**src/rtl/read_operands.sv**
```systemverilog
// Operand fetch engine: issues NUM_OPERANDS sequential reads from a base address and steers
// each latency-delayed return into its own slot. Optional macro: READ_OPERANDS_CLEAR_EN.
module read_operands #(
    parameter int unsigned SIZE_DATA    = 8,
    parameter int unsigned SIZE_ADDR    = 8,
    parameter int unsigned NUM_OPERANDS = 2,
    parameter int unsigned RD_LATENCY   = 1
) (
    input  logic                              i_clk,
    input  logic                              i_rst_n,
    input  logic                              i_start,
    input  logic [SIZE_ADDR-1:0]              i_base_addr,
    input  logic [SIZE_DATA-1:0]              i_data,
    output logic                              o_rd_en,
    output logic [SIZE_ADDR-1:0]              o_rd_addr,
    output logic [NUM_OPERANDS*SIZE_DATA-1:0] o_data,
    output logic                              o_busy,
    output logic                              o_done
);

    localparam int unsigned CntW = (NUM_OPERANDS > 1) ? $clog2(NUM_OPERANDS) : 1;
    localparam logic [CntW-1:0] LastIdx = CntW'(NUM_OPERANDS - 1);

    typedef enum logic [1:0] {StIdle, StIssue, StWait, StDone} state_e;

    state_e               state_q, state_d;
    logic [SIZE_ADDR-1:0] base_q, base_d;
    logic [CntW-1:0]      cnt_q, cnt_d;
    logic                 rd_en_q, rd_en_d;
    logic [SIZE_ADDR-1:0] rd_addr_q, rd_addr_d;
    logic                 busy_q, busy_d;
    logic                 done_q, done_d;
    logic [RD_LATENCY-1:0] pipe_vld_q, pipe_vld_d;
    logic [CntW-1:0]      pipe_slot_q [RD_LATENCY];
    logic [CntW-1:0]      pipe_slot_d [RD_LATENCY];
    logic [SIZE_DATA-1:0] data_q [NUM_OPERANDS];
    logic [SIZE_DATA-1:0] data_d [NUM_OPERANDS];

    logic            accept;
    logic            ret_vld;
    logic [CntW-1:0] ret_slot;

    assign accept   = ((state_q == StIdle) || (state_q == StDone)) && i_start;
    assign ret_vld  = pipe_vld_q[RD_LATENCY-1];
    assign ret_slot = pipe_slot_q[RD_LATENCY-1];

    // State register
    always_ff @(posedge i_clk or negedge i_rst_n) begin
        if (!i_rst_n) begin
            state_q <= StIdle;
            base_q  <= '0;
            cnt_q   <= '0;
        end else begin
            state_q <= state_d;
            base_q  <= base_d;
            cnt_q   <= cnt_d;
        end
    end

    // Next-state logic
    always_comb begin
        state_d = state_q;
        base_d  = base_q;
        cnt_d   = cnt_q;
        unique case (state_q)
            StIdle, StDone: begin
                if (accept) begin
                    state_d = StIssue;
                    base_d  = i_base_addr;
                    cnt_d   = '0;
                end else begin
                    state_d = StIdle;
                end
            end
            StIssue: begin
                if (cnt_q == LastIdx) begin
                    state_d = StWait;
                end else begin
                    cnt_d = cnt_q + 1'b1;
                end
            end
            StWait: begin
                if (ret_vld && (ret_slot == LastIdx)) begin
                    state_d = StDone;
                end
            end
            default: state_d = StIdle;
        endcase
    end

    // Outputs are decoded from the next state so they come straight out of flops.
    always_comb begin
        rd_en_d   = (state_d == StIssue);
        rd_addr_d = rd_addr_q;
        if (state_d == StIssue) begin
            rd_addr_d = base_d + SIZE_ADDR'(cnt_d);
        end
        busy_d = (state_d == StIssue) || (state_d == StWait);
        done_d = (state_d == StDone);
    end

    // Return tracking and operand capture
    always_comb begin
        pipe_vld_d[0]  = rd_en_q;
        pipe_slot_d[0] = cnt_q;
        for (int j = 1; j < int'(RD_LATENCY); j++) begin
            pipe_vld_d[j]  = pipe_vld_q[j-1];
            pipe_slot_d[j] = pipe_slot_q[j-1];
        end
        for (int k = 0; k < int'(NUM_OPERANDS); k++) begin
            data_d[k] = data_q[k];
`ifdef READ_OPERANDS_CLEAR_EN
            if (accept) begin
                data_d[k] = '0;
            end
`endif
            if (ret_vld && (ret_slot == CntW'(k))) begin
                data_d[k] = i_data;
            end
        end
    end

    always_ff @(posedge i_clk or negedge i_rst_n) begin
        if (!i_rst_n) begin
            rd_en_q    <= 1'b0;
            rd_addr_q  <= '0;
            busy_q     <= 1'b0;
            done_q     <= 1'b0;
            pipe_vld_q <= '0;
            for (int j = 0; j < int'(RD_LATENCY); j++) begin
                pipe_slot_q[j] <= '0;
            end
            for (int k = 0; k < int'(NUM_OPERANDS); k++) begin
                data_q[k] <= '0;
            end
        end else begin
            rd_en_q    <= rd_en_d;
            rd_addr_q  <= rd_addr_d;
            busy_q     <= busy_d;
            done_q     <= done_d;
            pipe_vld_q <= pipe_vld_d;
            for (int j = 0; j < int'(RD_LATENCY); j++) begin
                pipe_slot_q[j] <= pipe_slot_d[j];
            end
            for (int k = 0; k < int'(NUM_OPERANDS); k++) begin
                data_q[k] <= data_d[k];
            end
        end
    end

    for (genvar k = 0; k < int'(NUM_OPERANDS); k++) begin : g_out
        assign o_data[k*SIZE_DATA +: SIZE_DATA] = data_q[k];
    end

    assign o_rd_en   = rd_en_q;
    assign o_rd_addr = rd_addr_q;
    assign o_busy    = busy_q;
    assign o_done    = done_q;

endmodule

```
**config.mk**
```make
export PLATFORM = sky130hd
export DESIGN_NAME = read_operands
export DESIGN_NICKNAME = d
export VERILOG_FILES = /design/src/rtl/read_operands.sv
export SDC_FILE = /design/constraint.sdc
export NUM_CORES = 1
export LEC_CHECK = 0
export CORE_MARGIN = 5
export CORE_UTILIZATION = 50
export CTS_BUF_LIST = sky130_fd_sc_hd__clkbuf_2 sky130_fd_sc_hd__clkbuf_4 sky130_fd_sc_hd__clkbuf_8
export DETAILED_ROUTE_END_ITERATION = 6
export GPL_ROUTABILITY_DRIVEN = 0
export PLACE_DENSITY = 0.82
export SLEW_MARGIN = 25
export SYNTH_ARGS = -nofsm -noshare
export SYNTH_HDL_FRONTEND = slang
export SYNTH_SLANG_ARGS = --single-unit
```
**constraint.sdc**
```tcl
create_clock -name i_clk -period 3.05 [get_ports i_clk]
set_input_delay 0.61 -clock i_clk [delete_from_list [all_inputs] [get_ports i_clk]]
set_output_delay 0.61 -clock i_clk [all_outputs]
set_load 0.02 [all_outputs]
```
* Word level (Yosys, flattened, before mapping)
Index checks and enable logic that the tools add are counted.
** Word-level totals
- Bits of input ports :: 19
- Output and inout port bits :: 27
- Bits in registers :: 40
- Word-level logic and storage cells :: 36
** Cells by class
- Equal/unequal tests :: 6
- Bitwise operators :: 1
- $add $sub $neg :: 2
- Mux-type cells :: 9
- Reduce and logical (&&, ||, !) cells :: 7
** Operator list (number)
- 8-bit 2-to-1 mux :: 2
- 8-bit by 1-bit adder with 8-bit output :: 1
- 2-bit == test (second input constant) :: 4
- 2-bit case mux with 3 select lines :: 1
- 2-bit by 1-bit == test with 1-bit output (second input constant) :: 2
- 2-bit 2-to-1 mux :: 2
- 1-bit logical AND :: 3
- 1-bit 2-to-1 mux :: 3
- 2-bit logical NOT :: 1
- 1-bit logical OR :: 2
- 1-bit case mux with 2 select lines :: 1
- 2-bit OR reduction :: 1
- 1-bit adder (second input constant) :: 1
- 1-bit NOT :: 1

* Logic depth before layout (Yosys ltp)
Gate-level depths: netlist of the first run.
- Depth after elaboration :: 7
- Mapped depth :: 10
- Mapped depth without buffers :: 9

* Least setup slack after synthesis of the first run
No wires, ideal clock.
- Path kind :: register -> register
- From :: reg state_q[0]
- To :: reg rd_addr_q[7], in the netlist o_rd_addr[7]
- Library setup time :: 0.080 ns
- Data arrival time :: 2.432 ns
- Required time :: 2.970 ns
- Period minus slack after synthesis :: 2.512 ns
- Buffers on the path :: 2
- Setup slack :: 0.538 ns
- Stages on the path, launching flop included :: 10
- Cell sequence :: dfrtp_1 -> inv_1 -> ha_1 -> buf_2 -> o31ai_1 -> ha_1 -> clkbuf_1 -> inv_1 -> or3_1 -> o211ai_2
** Between the ends
- Cells in the longest elaborated chain, start to end :: 6
- Elaborated cells between the ends (all ways) :: 17
- Those cells by class :: add/sub: 1; eq/ne: 4; mux: 8; reduce/logical: 4
** RTL lines
- from (decl) :: RTL line 26 : state_e state_q, state_d;
- from (signal assigned) :: RTL line 50 : state_q <= StIdle;
- from (signal assigned) :: RTL line 54 : state_q <= state_d;
- 2-bit == test or 2-bit logical NOT (tied branches) :: RTL line 43, 65
- 1-bit logical OR :: RTL line 43 : assign accept = ((state_q == StIdle) || (state_q == StDone)) && i_start;
- 1-bit logical AND :: RTL line 43
- 1-bit 2-to-1 mux :: RTL line 67 : if (accept) begin
- 2-bit case mux with 3 select lines (*) :: RTL line 65 : unique case (state_q)
- via state_d[0] :: RTL line 26
- 2-bit by 1-bit == test with 1-bit output (*)
- via rd_en_d :: RTL line 29 : logic rd_en_q, rd_en_d;
- to (signal assigned) :: RTL line 138 : rd_addr_q <= rd_addr_d;
- to (decl) :: RTL line 30 : logic [SIZE_ADDR-1:0] rd_addr_q, rd_addr_d;
Mark *: on every way through the listed nets, which the timed path passes. The rest lies on a longest branch.
A chain may end at the register's enable or synchronous reset.

* Worst setup path in the final report of the first run
- From :: in i_start
- To :: reg rd_addr_q[6], in the netlist o_rd_addr[6]
** Between the ends
- Cells in the longest elaborated chain, start to end :: 4
- Elaborated cells between the ends (all ways) :: 9
- Those cells by class :: add/sub: 1; eq/ne: 1; mux: 6; reduce/logical: 1
** RTL lines
- from (decl) :: RTL line 11 : input logic i_start,
- 1-bit logical AND :: RTL line 43
- 8-bit 2-to-1 mux :: RTL line 67
- 8-bit 2-to-1 mux :: RTL line 65
- via base_d[1] :: RTL line 27 : logic [SIZE_ADDR-1:0] base_q, base_d;
- 8-bit by 1-bit adder with 8-bit output :: RTL line 96 : rd_addr_d = base_d + SIZE_ADDR'(cnt_d);
The timed path passes the listed nets, and every way through them passes these cells.

==> flow_metrics.env, run 1 <==
export IMPL_ys_seq_area_frac=0.5610
export IMPL_crit_path_cell_trace="clkdlybuf4s50_1, and2_4, mux2_2, ha_1, and4_1, a221o_1"
export IMPL_ff2ff_setup_slack_ns=0.65
export IMPL_post_cts_setup_buffers=0
export IMPL_synth_cells=144
export IMPL_drive_above_1_share=0.1979
export IMPL_power_density_nw_per_um2=376.2
export IMPL_placed_cell_area_um2=2266
export IMPL_relSlewSlack=0.4176
export IMPL_post_dp_hpwl_um=2857
export IMPL_syn_nets=168
export IMPL_io_pins=46
export IMPL_cts_hold_buf=0
export IMPL_fin_area_um2=2327
export IMPL_cpLargestDelayFamily="buffers and inverters"
export IMPL_wl_um=3806
export IMPL_hold_class="input pin to async pin"
export IMPL_grt_max_degree=41
export IMPL_cts_max_path_buffers=2
export IMPL_slew_violations=0
export IMPL_wire_per_inst_um=15.99
export IMPL_numCtsBuffers=5
export IMPL_multi_input_area_um2=713.2
export IMPL_nFillCells=264
export IMPL_cap_violations=0
export IMPL_crit_fanout=15
export IMPL_yosysWarnings=0
export IMPL_period_needed_ns=2.427
export IMPL_power_uw=875.5
export IMPL_status="finished, final reports clean"
export IMPL_cts_htree_levels=2
export IMPL_skew_ns=0.01137
export IMPL_startpoint_type="input pin"
export IMPL_worst_setup_path_end_kind="flop"
export IMPL_start_util=0.5264
export IMPL_cp_slowest_cell="clkdlybuf4s50_1"
export IMPL_clock_sinks=40
export IMPL_grt_overflow_total=0
export IMPL_area_growth_pct=30.43
export IMPL_vdd_drop_max_mv=0.2340
export IMPL_path_clk_slew_ns=0.12
export IMPL_synth_area_top_cells="dfrtp_1 56%, mux2_2 13%, ha_1 3.5%"
export IMPL_yosys_area_top_type="dfrtp_1"
export IMPL_tritoncts="done"
export IMPL_worstMarginPinSlew_ns=0.8736
export IMPL_r2r_cells=7
export IMPL_final_nets=215
export IMPL_clock_fmax_mhz=412.1
export IMPL_synth_avg_cell_area_um2=12.39
export IMPL_synth_top_area_frac=0.5610
export IMPL_finalCritPeriodShare=0.7956
export IMPL_die_width_um=69.74
export IMPL_grt_pass1_vias=1410
export IMPL_postLayoutCoreUtil=0.6866
export IMPL_die_y_um=69.74
export IMPL_regArea_um2=1001
export IMPL_antenna_left=0
export IMPL_num_vias=1278
export IMPL_avgViaCountPerCell=5.370
export IMPL_die_area_um2=4863
export IMPL_drtIter0Drc=25
export IMPL_clk_latency_ns=0.35
export IMPL_cts_root_buf="clkbuf_4"
export IMPL_finalSetupViolCount=0
export IMPL_rsz0062_at_grt="false"
export IMPL_rows=21
export IMPL_placement_io_buffers=45
export IMPL_cpPeakStageDelay_ns=0.74
export IMPL_hold_slack_ns=0.3712
export IMPL_path_buf_inv=1
export IMPL_crit_type="input pin to flop"
export IMPL_cts_resized=0
export IMPL_antennaDiodeCount=0
export IMPL_required_ns=3.29
export IMPL_synthesis_area_um2=1784
export IMPL_firstDrtPassIters=4
export IMPL_r2r_end="o_rd_addr[7]$_DFFE_PN0P_"
export IMPL_arrival_ns=2.67
export IMPL_setup_tns_ns=0
export IMPL_mostFrequentLayoutCells="44 x clkdlybuf4s50_1, 40 x dfrtp_1, 21 x mux2_2"
export IMPL_final_common_cell="clkdlybuf4s50_1"
export IMPL_startpoint="i_start"
export IMPL_synth_distinct_cells=39
export IMPL_reg2reg_from="state_q[0]$_DFF_PN0_"
export IMPL_track_usage=0.1726
export IMPL_antenna_found_initial=0
export IMPL_route_detailed_drc=0
export IMPL_hold_violations=0
export IMPL_leakagePower_uw=0.001102
export IMPL_ys_ff_latch=40
export IMPL_grt_pass1_wl_um=6651
export IMPL_core_um2=3390
cells by family (layout without fill, tap and decap cells):
| group | Yosys count | count (layout) | synth area share |
|---|---|---|---|
| compound gates | 24 | 24 | 0.1031 |
| mux | 23 | 23 | 0.1438 |
| fa+ha+maj | 5 | 5 | 0.03506 |
| xor+xnor | 3 | 3 | 0.01473 |
| simple gates | 33 | 33 | 0.1031 |
| buf+inv | 16 | 64 | 0.03927 |
| flops | 40 | 40 | 0.5610 |
synthesized netlist by cell type:
library cell / instances
dfrtp_1: 40
mux2_2: 21
inv_1: 9
nand2_1: 7
ha_1: 5
a21boi_0: 4
and3_1: 4
clkbuf_1: 4
nor2_1: 4
a31oi_1: 3
nand3_1: 3
nand4_1: 3
a21oi_1: 2
and4_1: 2
buf_2: 2
mux2i_1: 2
nor2b_1: 2
o21ai_1: 2
o31ai_1: 2
or2_1: 2
or2_2: 2
xor2_1: 2
a211o_1: 1
a21bo_2: 1
a221o_1: 1
a22oi_2: 1
a311o_1: 1
a41oi_1: 1
and2_1: 1
and2_4: 1
buf_6: 1
nand3b_1: 1
o211ai_2: 1
o21a_1: 1
o21ai_0: 1
o221ai_1: 1
o22ai_1: 1
or3_1: 1
xnor2_1: 1
metrics by stage:
stage / worst slack [ns] / instances
2_1_floorplan: 0.5382 / 144
3_3_place_gp: 0.3479 / 230
3_5_place_dp: 0.2902 / 230
4_1_cts: 0.6359 / 238
5_1_grt: 0.4457 / 238
6_report: 0.6234 / 238
worst register-to-register path: cells and delay by family, from the launching register on:
kind	cells	cell delay (ns)
adders and majority gates	2	0.73
AOI/OAI and AO/OA	2	0.62
and+or+nand+nor	1	0.41
DFF	1	0.39
buffers and inverters	2	0.20
registers in the layout, summed over array words and instances, names as in the netlist, 2 cells and up:
name and cells:
base_q 8, o_data 16, state_q 2, o_rd_addr 8
metal layers:
layer | global-route usage | share of wire
met5 | 0 | 0
met4 | 0.04255 | 0.012
met3 | 0.07391 | 0.069
met2 | 0.3008 | 0.52
met1 | 0.1944 | 0.40
power breakdown:
| group | leakage (µW) | switching [µW] | internal [µW] | total (µW) |
|---|---|---|---|---|
| Sequential | 0.000520 | 2.37 | 535 | 538 |
| Clock | 0.0000380 | 168 | 110 | 278 |
| Combinational | 0.000544 | 27.3 | 32.6 | 59.9 |
how the worst max path moves through the flow:
stage	to	slack, ns	depth (start not counted)
6_report	o_rd_addr[6]$_DFFE_PN0P_	0.62	6
2_1_floorplan	o_rd_addr[7]$_DFFE_PN0P_	0.54	9
4_1_cts	o_rd_addr[7]$_DFFE_PN0P_	0.64	7
5_1_grt	o_rd_addr[7]$_DFFE_PN0P_	0.45	7
3_5_place_dp	o_rd_addr[6]$_DFFE_PN0P_	0.29	6
3_3_place_gp	o_rd_addr[6]$_DFFE_PN0P_	0.35	6
cell type report:
cell class | count | share of cell area
multi-input cells | 88 | 0.3065
well taps | 46 | 0.02473
clock buffers | 6 | 0.02204
flip-flops and latches | 40 | 0.4301
inverters | 9 | 0.01452
repair buffers | 47 | 0.1978
clock inverters | 2 | 0.004301
(Power assumes the default switching activity.)
==> run 2, diff against run 1 <==
==> constraint.sdc (replaced) <==
create_clock -name i_clk -period 2.3 [get_ports i_clk]
set_input_delay 0.46 -clock i_clk [delete_from_list [all_inputs] [get_ports i_clk]]
set_output_delay 0.46 -clock i_clk [all_outputs]
set_load 0.02 [all_outputs]
==> run 2 against run 1 <==
Sequential power increased by 33%. Wire length shrank 4.1%. Sequential share of layout area is 1.5 points lower. Flip-flop and latch count stayed put. Global-route usage down 0.88 points. Die area stayed put. Critical endpoint is now o_rd_addr[4]$_DFFE_PN0P_. Highest routed layer unchanged.
==> flow_metrics.env, run 2 (synthesis gave the netlist of run 1 again) <==
export IMPL_finalCritPeriodShare=0.9309
export IMPL_required_ns=2.54
export IMPL_path_clk_slew_ns=0.12
export IMPL_cap_violations=0
export IMPL_power_density_nw_per_um2=520.4
export IMPL_path_common_cell="mux2_2"
export IMPL_post_dp_hpwl_um=2747
export IMPL_route_detailed_drc=0
export IMPL_numCtsBuffers=5
export IMPL_rsz0062_at_grt="false"
export IMPL_hold_violations=0
export IMPL_intPower_uw=994.2
export IMPL_startpoint_type="flop"
export IMPL_grt_pass1_wl_um=6403
export IMPL_period_needed_ns=2.141
export IMPL_r2r_cells=8
export IMPL_grt_overflow_total=0
export IMPL_die_width_um=69.74
export IMPL_path_buf_inv=1
export IMPL_p_sw_uw=259.1
export IMPL_relSlewSlack=0.4350
export IMPL_final_common_cell="clkdlybuf4s50_1"
export IMPL_combPwrFrac=0.065
export IMPL_placed_cell_area_um2=2316
export IMPL_crit_fanout=9
export IMPL_largest_reg_flops=16
export IMPL_hold_slack_ns=0.2116
export IMPL_cpPeakStageDelay_ns=0.39
export IMPL_pwr_share_seq=0.569
export IMPL_skew_ns=0.01355
export IMPL_cts_max_path_buffers=2
export IMPL_grt_pass1_vias=1393
export IMPL_worstMarginPinSlew_ns=0.8475
export IMPL_power_share_clock=0.366
export IMPL_leakagePower_uw=0.001146
export IMPL_num_vias=1312
export IMPL_start_util=0.5264
export IMPL_cts_root_buf="clkbuf_4"
export IMPL_worst_setup_path_end_kind="flop"
export IMPL_firstDrtPassIters=4
export IMPL_reg2reg_from="state_q[0]$_DFF_PN0_"
export IMPL_antennaDiodeCount=0
export IMPL_core_um2=3390
export IMPL_placement_io_buffers=45
export IMPL_path_depth=8
export IMPL_die_y_um=69.74
export IMPL_antenna_found_initial=0
export IMPL_drtIter0Drc=33
export IMPL_drive_above_1_share=0.2323
export IMPL_antenna_left=0
export IMPL_crit_path_cell_trace="inv_1, ha_4, and2_4, mux2_2, ha_1, o221ai_1, xnor2_1, mux2_2"
export IMPL_startpoint="state_q[0]$_DFF_PN0_"
export IMPL_hold_class="input pin to async pin"
export IMPL_setup_tns_ns=0
export IMPL_track_usage=0.1638
export IMPL_avgViaCountPerCell=5.377
export IMPL_arrival_ns=2.38
export IMPL_crit_type="flop to flop"
export IMPL_die_area_um2=4863
export IMPL_final_nets=221
export IMPL_slew_violations=0
export IMPL_wl_um=3649
export IMPL_sw_frac_of_total=0.2067
export IMPL_clock_sinks=40
export IMPL_clk_latency_ns=0.34
export IMPL_clock_fmax_mhz=467.1
export IMPL_cp_slowest_cell="dfrtp_1"
export IMPL_grt_max_degree=41
export IMPL_fin_area_um2=2409
export IMPL_status="finished, final reports clean"
export IMPL_wire_per_inst_um=14.95
export IMPL_tritoncts="done"
export IMPL_io_pins=46
export IMPL_cts_htree_levels=2
export IMPL_area_growth_pct=34.99
export IMPL_rows=21
export IMPL_vdd_drop_max_mv=0.3667
export IMPL_mostFrequentLayoutCells="44 x clkdlybuf4s50_1, 40 x dfrtp_1, 21 x mux2_2"
export IMPL_finalSetupViolCount=0
export IMPL_post_cts_setup_buffers=0
export IMPL_ff2ff_setup_slack_ns=0.16
export IMPL_cpLargestDelayFamily="multiplexers"
-- run 2: path summary, 6_finish.rpt --
path,to
setup / recovery,o_rd_addr[4]$_DFFE_PN0P_
hold / removal,state_q[0]$_DFF_PN0_
setup reg to reg,o_rd_addr[4]$_DFFE_PN0P_
hold reg to reg,pipe_vld_q$_DFF_PN0_
max in group asynchronous,o_rd_addr[6]$_DFFE_PN0P_
min in group i_clk,pipe_vld_q$_DFF_PN0_
-- run 2: timing repair --
item	4_1_cts	5_1_grt
hold buffers	0	0
pin swaps	0	0
endpoints found under the setup margin	2	2
gates resized for setup	1	1
-- run 2: cell type report --
class / count / area [µm²]
clock buffers: 6 / 45.04
clock inverters: 2 / 35.03
multi-input cells: 88 / 730.7
inverters: 9 / 33.78
fillers: 251 / 980.9
well taps: 46 / 57.56
flip-flops and latches: 40 / 1001
repair buffers: 53 / 505.5
-- run 2: through the flow --
stage	power, µW	cells	util	setup slack [ns]
CTS	1266	244	0.7076	0.05334
global placement	806.9	236	0.6833	-0.02546
floorplan	744.9	144	-	0.02605
detailed placement	809.9	236	0.6833	-0.1150
global route	1308	244	0.7106	0.03520
finish	1253	244	0.7106	0.1590
-- run 2: metal layers --
| metal | part of all wire | vias up | routed length [µm] | global-route usage |
|---|---|---|---|---|
| li1 | - | 614 | - | - |
| met1 | 0.41 | 635 | 1489 | 0.1889 |
| met2 | 0.48 | 49 | 1741 | 0.2691 |
| met3 | 0.081 | 14 | 296 | 0.05217 |
| met4 | 0.033 | 0 | 122 | 0.08936 |
| met5 | 0 | - | 0 | 0 |
-- run 2: power by group through the flow --
stage	Clock, µW	Sequential [µW]	Combinational (µW)
6_report	459	714	81.0
5_1_grt	506	715	87.7
4_1_cts	469	714	82.6
3_5_place_dp	0	727	82.5
3_3_place_gp	0	727	80.3
2_1_floorplan	0	736	8.66
